[src/rtl/layer_exec_ctrl.sv]
// Layer execution controller: turns each sequencer layer command into a stream of
// tile commands for the compute engine, with weight-RAM reloads between kernel groups.
module layer_exec_ctrl #(
  parameter int LAYER_NUM_WIDTH  = 4,
  parameter int FM_SIZE_WIDTH    = 8,
  parameter int KERNEL_NUM_WIDTH = 8,
  parameter int PARA_X           = 3,
  parameter int PARA_Y           = 3,
  parameter int PARA_KERNEL      = 2
) (
  input  logic                        clk,
  input  logic                        rst,
  input  logic                        cmd_en,
  input  logic [LAYER_NUM_WIDTH-1:0]  layer_num,
  input  logic [3:0]                  layer_type,
  input  logic [FM_SIZE_WIDTH-1:0]    fm_size_out,
  input  logic [KERNEL_NUM_WIDTH-1:0] fm_depth,
  input  logic [KERNEL_NUM_WIDTH-1:0] kernel_num,
  input  logic                        init_fm_ram_ready,
  input  logic                        init_weight_ram_ready,
  output logic                        tile_valid,
  input  logic                        tile_ready,
  output logic [FM_SIZE_WIDTH-1:0]    tile_row,
  output logic [FM_SIZE_WIDTH-1:0]    tile_col,
  output logic [KERNEL_NUM_WIDTH-1:0] tile_kgroup,
  output logic                        tile_last,
  input  logic                        engine_busy,
  output logic                        wgt_req,
  input  logic                        wgt_ack,
  output logic                        layer_ready,
  output logic                        all_done
);

  localparam int FW = FM_SIZE_WIDTH + 1;
  localparam int CW = KERNEL_NUM_WIDTH + 2;

  localparam logic [3:0] TYPE_INIT = 4'd0;
  localparam logic [3:0] TYPE_CONV = 4'd1;
  localparam logic [3:0] TYPE_POOL = 4'd2;
  localparam logic [3:0] TYPE_FC   = 4'd3;
  localparam logic [3:0] TYPE_DONE = 4'd9;

  localparam logic [CW-1:0] GRP_CONV = CW'(PARA_KERNEL);
  localparam logic [CW-1:0] GRP_FC   = CW'(PARA_Y * PARA_KERNEL);
  localparam logic [FW-1:0] STEP_X   = FW'(PARA_X);
  localparam logic [FW-1:0] STEP_Y   = FW'(PARA_Y);

  typedef enum logic [2:0] {
    S_IDLE,
    S_LATCH,
    S_INIT_WAIT,
    S_ISSUE,
    S_WGT_REQ,
    S_DRAIN,
    S_READY,
    S_DONE
  } state_t;

  state_t                      state;
  logic                        seen;
  logic [LAYER_NUM_WIDTH-1:0]  last_num;
  logic [3:0]                  cur_type;
  logic [FM_SIZE_WIDTH-1:0]    cur_fm;
  logic [CW-1:0]               grp_size;
  logic [CW-1:0]               grp_src;
  logic [CW-1:0]               kbase;

  logic                        new_cmd;
  logic                        is_fc;
  logic                        col_end;
  logic                        row_end;
  logic                        grp_end;
  logic                        first_end;
  logic                        next_end;
  logic                        grp_final;
  logic                        next_grp_final;
  logic [CW-1:0]               kbase_nx;
  logic [FM_SIZE_WIDTH-1:0]    next_row;
  logic [FM_SIZE_WIDTH-1:0]    next_col;

  assign new_cmd = cmd_en && (!seen || (layer_num != last_num));

  // Group bookkeeping tracks the kernels consumed so far (kbase) instead of a
  // group count, so the final-group test is a compare rather than a division.
  always_comb begin
    // NOTE: every always_comb output gets a default first so no path can infer a latch.
    next_row = tile_row;
    next_col = '0;
    is_fc    = (cur_type == TYPE_FC);
    col_end  = ({1'b0, tile_col} + STEP_X) >= {1'b0, cur_fm};
    row_end  = ({1'b0, tile_row} + STEP_Y) >= {1'b0, cur_fm};
    grp_end  = is_fc || (col_end && row_end);
    kbase_nx = kbase + grp_size;
    grp_final      = kbase_nx >= grp_src;
    next_grp_final = (kbase_nx + grp_size) >= grp_src;
    first_end = is_fc || ((STEP_X >= {1'b0, cur_fm}) && (STEP_Y >= {1'b0, cur_fm}));
    if (col_end) begin
      next_row = tile_row + FM_SIZE_WIDTH'(PARA_Y);
    end else begin
      next_col = tile_col + FM_SIZE_WIDTH'(PARA_X);
    end
    next_end = is_fc ||
               ((({1'b0, next_col} + STEP_X) >= {1'b0, cur_fm}) &&
                (({1'b0, next_row} + STEP_Y) >= {1'b0, cur_fm}));
  end

  always_ff @(posedge clk or negedge rst) begin
    if (!rst) begin
      // NOTE: all state uses non-blocking assignments so every register samples pre-edge values.
      state       <= S_IDLE;
      seen        <= 1'b0;
      last_num    <= '0;
      cur_type    <= '0;
      cur_fm      <= '0;
      grp_size    <= '0;
      grp_src     <= '0;
      kbase       <= '0;
      tile_valid  <= 1'b0;
      tile_row    <= '0;
      tile_col    <= '0;
      tile_kgroup <= '0;
      tile_last   <= 1'b0;
      wgt_req     <= 1'b0;
      layer_ready <= 1'b0;
      all_done    <= 1'b0;
    end else if (new_cmd && (state != S_DONE)) begin
      // Any new command (also mid-layer) restarts from LATCH.
      state       <= S_LATCH;
      seen        <= 1'b1;
      last_num    <= layer_num;
      cur_type    <= layer_type;
      cur_fm      <= fm_size_out;
      grp_size    <= (layer_type == TYPE_FC) ? GRP_FC : GRP_CONV;
      grp_src     <= CW'((layer_type == TYPE_POOL) ? fm_depth : kernel_num);
      tile_valid  <= 1'b0;
      tile_last   <= 1'b0;
      wgt_req     <= 1'b0;
      layer_ready <= 1'b0;
    end else begin
      case (state)
        S_LATCH: begin
          case (cur_type)
            TYPE_INIT: state <= S_INIT_WAIT;
            TYPE_CONV, TYPE_POOL, TYPE_FC: begin
              tile_row    <= '0;
              tile_col    <= '0;
              tile_kgroup <= '0;
              kbase       <= '0;
              tile_valid  <= 1'b1;
              tile_last   <= first_end && (grp_size >= grp_src);
              state       <= S_ISSUE;
            end
            TYPE_DONE: begin
              all_done <= 1'b1;
              state    <= S_DONE;
            end
            // Unknown types finish via READY, whose own cycle keeps layer_ready low for two cycles.
            default: state <= S_READY;
          endcase
        end
        S_INIT_WAIT: begin
          if (init_fm_ram_ready && init_weight_ram_ready) begin
            layer_ready <= 1'b1;
            state       <= S_READY;
          end
        end
        S_ISSUE: begin
          if (tile_ready) begin
            if (grp_end) begin
              tile_valid <= 1'b0;
              tile_last  <= 1'b0;
              if (grp_final) begin
                state <= S_DRAIN;
              end else begin
                wgt_req <= 1'b1;
                state   <= S_WGT_REQ;
              end
            end else begin
              tile_row  <= next_row;
              tile_col  <= next_col;
              tile_last <= next_end && grp_final;
            end
          end
        end
        S_WGT_REQ: begin
          if (wgt_ack) begin
            wgt_req     <= 1'b0;
            tile_kgroup <= tile_kgroup + KERNEL_NUM_WIDTH'(1);
            kbase       <= kbase_nx;
            tile_row    <= '0;
            tile_col    <= '0;
            tile_valid  <= 1'b1;
            tile_last   <= first_end && next_grp_final;
            state       <= S_ISSUE;
          end
        end
        S_DRAIN: begin
          if (!engine_busy) begin
            layer_ready <= 1'b1;
            state       <= S_READY;
          end
        end
        S_READY: layer_ready <= 1'b1;
        S_IDLE, S_DONE: ;
        default: state <= S_IDLE;
      endcase
    end
  end

endmodule

[config.mk]
export PLATFORM = sky130hd
export DESIGN_NAME = layer_exec_ctrl
export DESIGN_NICKNAME = d
export VERILOG_FILES = /design/src/rtl/layer_exec_ctrl.sv
export SDC_FILE = /design/constraint.sdc
export NUM_CORES = 1
export LEC_CHECK = 0
export BUFFER_PORTS_ARGS = -buffer_cell sky130_fd_sc_hd__buf_2
export CAP_MARGIN = 20
export CORE_MARGIN = 1.5
export CORE_UTILIZATION = 40
export CTS_CLUSTER_SIZE = 24
export DETAILED_ROUTE_END_ITERATION = 12
export PLACE_DENSITY = 0.73
export REMOVE_ABC_BUFFERS = 1
export SYNTH_ARGS = -nofsm -noshare
export SYNTH_HDL_FRONTEND = slang
export SYNTH_SLANG_ARGS = --single-unit
export TNS_END_PERCENT = 100
[constraint.sdc]
create_clock -name clk -period 4.95 [get_ports clk]
set_clock_uncertainty 0.1 [all_clocks]
set_input_delay 0.495 -clock clk [delete_from_list [all_inputs] [get_ports clk]]
set_output_delay 0.495 -clock clk [all_outputs]
set_load 0.01 [all_outputs]
; ---- Word level (Yosys, flattened, before mapping)
; Cells that the tools add are included.
; Widths: inputs -> output; s select.
[word_totals]
out_inout_bits = 29
ramBits = 0
ff_bits = 79
mem_count = 0
wordCells = 136
latchBits = 0
input_bits = 40
mem_bits_ro = 0
[classes]
reduce_logical = 29
shift = 0
n_addsub = 9
bitwise_logic = 1
n_lt_le_gt_ge = 8
mul = 0
muxes = 48
div_mod_pow = 0
n_eq_ne = 25
[op_table]
columns = cell, n
row1 = $mux 8, 10
row2 = $pmux 8 s3, 2
row3 = $add 8x2->9 const B, 4
row4 = $ge 9x8->1, 4
row5 = $ge 10x10->1, 3
row6 = $ne 3x3->1 const B, 8
row7 = $mux 3, 7
row8 = $add 10x10->10, 2
row9 = $mux 10, 2
row10 = $pmux 10 s2, 1
row11 = $mux 1, 19
row12 = $add 8x2->8 const B, 2
row13 = $eq 4x2->1 const B, 4
row14 = $pmux 8 s2, 1
row15 = $pmux 3 s5, 1
row16 = $reduce_and 6->1, 2
row17 = $reduce_and 5->1, 2
row18 = $eq 3x3->1 const B, 3
row19 = $pmux 1 s3, 3
row20 = $pmux 3 s3, 1
row21 = $add 8x1->8 const B, 1
row22 = $ge 2x8->1 const A, 1
row23 = $logic_and 1x1->1, 8
row24 = $ne 2x2->1 const B, 4
row25 = other kinds (17), 25

; ---- Depth between registers and ports, before layout
[depth]
word_depth = 12
ltp_mapped = 26

; ---- Least setup slack after synthesis
; No wires, ideal clock.
[synth_path]
path_kind = reg2reg
start = register tile_col[0]
end = register tile_last
setup_slack_ps = -34
arrival_time_ps = 4763
path_buffers = 4
path_stages_with_launch = 27
period_less_slack_ps = 4984
path_cell_list = dfrtp_1 > buf_2 > inv_1 > ha_1 > clkbuf_1 > inv_1 > nand3_1 > xnor2_1 > ha_1 > a21o_1 > a221o_1 > a31oi_2 > and2_1 > buf_6 > buf_2 > xnor2_1 > inv_1 > ha_1 > xor2_1 > xnor2_1 > ha_1 > a21o_1 > a211oi_1 > o21ai_0 > o211ai_1 > o211ai_2 > a32o_1
[synth_between]
elab_chain_len = 12
elab_cells_between_ends = 18
classes_between = 4 x add/sub / 3 x order compare / 6 x mux / 5 x reduce/logical
[synth_rtl]
columns = item, line_no
row1 = "start, declared", 24  ; output logic [FM_SIZE_WIDTH-1:0] tile_col,
row2 = "start signal, assigned", 180  ; tile_col <= next_col;
row3 = $add 8x2->9, 90  ; col_end = ({1'b0, tile_col} + STEP_X) >= {1'b0, cur_fm};
row4 = $ge 9x8->1, 90
row5 = $mux 8, 97  ; if (col_end) begin
row6 = $add 8x2->9 (on tied branches), "103, 104"
row7 = $ge 9x8->1 (on tied branches), "103, 104"
row8 = $logic_and 1x1->1, 103  ; ((({1'b0, next_col} + STEP_X) >= {1'b0, cur_fm}) &&
row9 = $logic_or 1x1->1, 102  ; next_end = is_fc ||
row10 = $logic_and 1x1->1, 181  ; tile_last <= next_end && grp_final;
row11 = $mux 1 (*), 169  ; if (grp_end) begin
row12 = $mux 1 (*), 168  ; if (tile_ready) begin
row13 = $pmux 1 s3 (*), 140  ; case (state)
row14 = $mux 1 (*), 126  ; end else if (new_cmd && (state != S_DONE)) begin
row15 = "end signal, assigned", 150  ; tile_last <= first_end && (grp_size >= grp_src);
row16 = "end signal, assigned", 181
row17 = "end signal, assigned", 193  ; tile_last <= first_end && next_grp_final;
row18 = "end, declared", 26  ; output logic tile_last,
; Every way passes the cells marked *; elsewhere a longest branch is shown, timed or not. The select of a mux whose other input is x is not followed.
; A chain may end at the register's enable or synchronous reset.

; ---- Final worst setup path
[layout_path]
start = register tile_col[1]
end = register tile_last
; The elaborated chain is that of the path after synthesis.

==> reports/results.txt <==
Core Area = 13400 µm²
Pins over their slew limit = 0
Crit path launch = tile_col[1]
PwrDens = 452.0 nW/µm²
Post-CTS setup repair buffer count = 0
Via count = 4888
Count of final setup violators = 0
Peak Freq = 217.2 MHz
Vias in the first global route = 4796
Port Buffers = 68
CTS tree = built
R2R setup slack = 350 ps
LEAKAGE = 2.951 nW
Routed vias/inst = 5.536
Share of synthesized registers carrying an async set or reset = 100.0%
Commonest cells after routing, fill and taps aside = buf_2, dfrtp_1, nand2_1
Commonest non-fill, non-tap cell in the layout = buf_2
Layout Nets = 800
RD Place Congestion = 0.8739
Syn_area_per_cell = 8.632 µm²
Critical Path AT = 4730 ps
EDFF count, synth = 0
H-tree depth = 3
Post-Syn Area = 5559 µm²
Worst Path Max Fanout = 5
WL per Instance = 15.26 µm
Clock buffer depth = 2
RR Startpoint = tile_col[1]
Antenna violation net count after detailed routing = 0
Dpl cell area = 6051 µm²
CTS Buf Count = 9
Die width = 120.9 µm
Total GRT Usage = 19.88%
GRT overflow = 0
FF+latch count, synth = 67
R2r worst-path depth = 21
Crit end category = flip-flop
Share of layout cells above drive strength 1 = 17.68%
Initial Util = 41.48%
Tmin final = 4604 ps
Final Cell Area = 6374 µm²
DRT iter0 DRCs = 250
Largest net degree at the start of global routing = 68
Die ar. = 14610 µm²
CP endpoint = tile_last
Root Buffer = clkbuf_16
Clock slew seen by the registers of the worst setup and hold paths = 50 ps
Site Rows = 42
Hold-fix buffer count after cts = 0
Num ports = 69
Crit Path Class = reg2reg
Final Non-Filler Cells = 883
Max cap viols = 0
Final hold viol count = 0
Clock Latency Late Sink = 340 ps
Max VDD drop = 0.0002611 V
TritonCTS Sinks = 67
Power Total = 2.881 mW
Total wire length = 13470 µm
Slew @ Worst Pin = 957.7 ps
RR Endpoint = tile_last
Type of the tightest min-delay check = in2async
Area Overhead vs Synth = 14.65%
Post-cts sizing count = 0
Top_reg_cell synth = dfrtp_1
Unique masters post-synth = 67
Dpl hpwl = 9945 µm
Placed insts = 867
Final worst-path cycle share = 93.02%
Required time of the critical path = 5080 ps
Antenna diodes = 0
Max-slew headroom = 35.91%
Status = finished, final reports clean
Die height = 120.9 µm
DRT Pass-1 Iters = 5
Ys Warns = 0
Post-synthesis sequential area ratio = 30.16%
Sum of negative setup slack = 0 ps
Startpoint types = flip-flop
Mapped Cells = 644
Initial antenna violation count = 0
Drt drc = 0
First-pass GRT wire length = 23060 µm
power by group:
part | total (mW) | internal [mW] | switching [mW]
Combinational | 1.36 | 0.566 | 0.792
Sequential | 0.848 | 0.689 | 0.159
Clock | 0.675 | 0.439 | 0.236
Total | 2.88 | 1.69 | 1.19
per-stage QoR:
stage | utilization [%] | setup slack, ps | hold slack, ps
3_5_place_dp | 45.15 | 304.1 | 372.3
5_1_grt | 47.56 | -10.27 | 272.4
2_1_floorplan | - | 13.81 | 99.41
4_1_cts | 47.47 | 254.4 | 270.4
3_3_place_gp | 45.15 | 409.5 | 364.0
6_report | 47.56 | 345.7 | 250.6
logic make-up (layout without fill, tap and decap cells):
kind of cell | count (synthesis) | count (layout) | share of synthesized area, %
AO/OA/AOI/OAI | 177 | 177 | 20.53
XOR/XNOR | 50 | 50 | 7.878
adder cells (fa/ha/maj) | 58 | 58 | 13.32
buffers and inverters | 74 | 137 | 5.627
flip-flops | 67 | 67 | 30.16
multiplexers | 26 | 26 | 5.042
AND/OR/NAND/NOR | 192 | 192 | 17.44
sequential cells by signal, summed over array words and instances (netlist names):
signal / cells
all_done: 1
cur_fm: 8
cur_type: 4
grp_size: 2
grp_src: 8
kbase: 9
last_num: 4
layer_ready: 1
state: 3
tile_col: 8
tile_kgroup: 8
tile_last: 1
tile_row: 8
tile_valid: 1
wgt_req: 1
Yosys cell counts, types with 6 or more instances:
cell,number,area [µm²]
mux2i_1,10,100.1
mux2_2,16,180.2
nand2b_1,7,43.79
buf_2,12,60.06
xor2_1,18,157.7
a21oi_1,34,170.2
nor3_1,7,35.03
o21ai_0,57,285.3
a31oi_1,12,75.07
a211oi_1,6,45.04
inv_1,40,150.1
xnor2_1,32,280.3
nor2_1,51,191.4
o22ai_1,8,50.05
clkbuf_1,14,52.55
o31ai_1,8,60.06
dfrtp_1,67,1677
nand2_1,62,232.7
nand3_1,19,95.09
ha_1,56,700.7
a21o_1,8,60.06
o211ai_1,8,60.06
cell type report:
class	count	area, µm²
flip-flops and latches	67	1678
clock inverters	5	77.57
multi-input cells	503	3581
clock buffers	11	232.7
fillers	1282	7027
inverters	41	153.9
well taps	176	220.2
repair buffers	80	430.4
per-layer routing:
| layer | track usage (%) | up-vias | wire length, µm |
|---|---|---|---|
| met4 | 6.176 | 0 | 200 |
| li1 | - | 2425 | - |
| met1 | 24.51 | 2322 | 6257 |
| met5 | 0 | - | 0 |
| met2 | 33.81 | 121 | 6335 |
| met3 | 5.357 | 20 | 677 |
how the worst min path moves through the flow:
stage	from	endpoint	slack, ps
5_1_grt	fm_size_out[1]	cur_fm[1]	270
3_3_place_gp	grp_src[3]	grp_src[3]	360
3_5_place_dp	grp_src[1]	grp_src[1]	370
6_report	rst	grp_src[2]	250
2_1_floorplan	rst	all_done	100
4_1_cts	fm_size_out[3]	cur_fm[3]	270
critical path: stages, from the launching register on:
cell and delay [ps]:
dfrtp_1 410, inv_1 80, ha_1 240, nor3b_4 310, xor2_2 200, ha_1 260, and3_1 200, a221o_1 330
a31oi_2 230, and2_1 200, xnor2_1 150, inv_1 70, ha_1 270, inv_1 40, ha_1 270, a21o_1 180
a21o_1 170, a211oi_1 210, o21ai_0 120, o211ai_1 120, o211ai_2 100, a32o_1 230
Power figures use the tool's default switching activity.
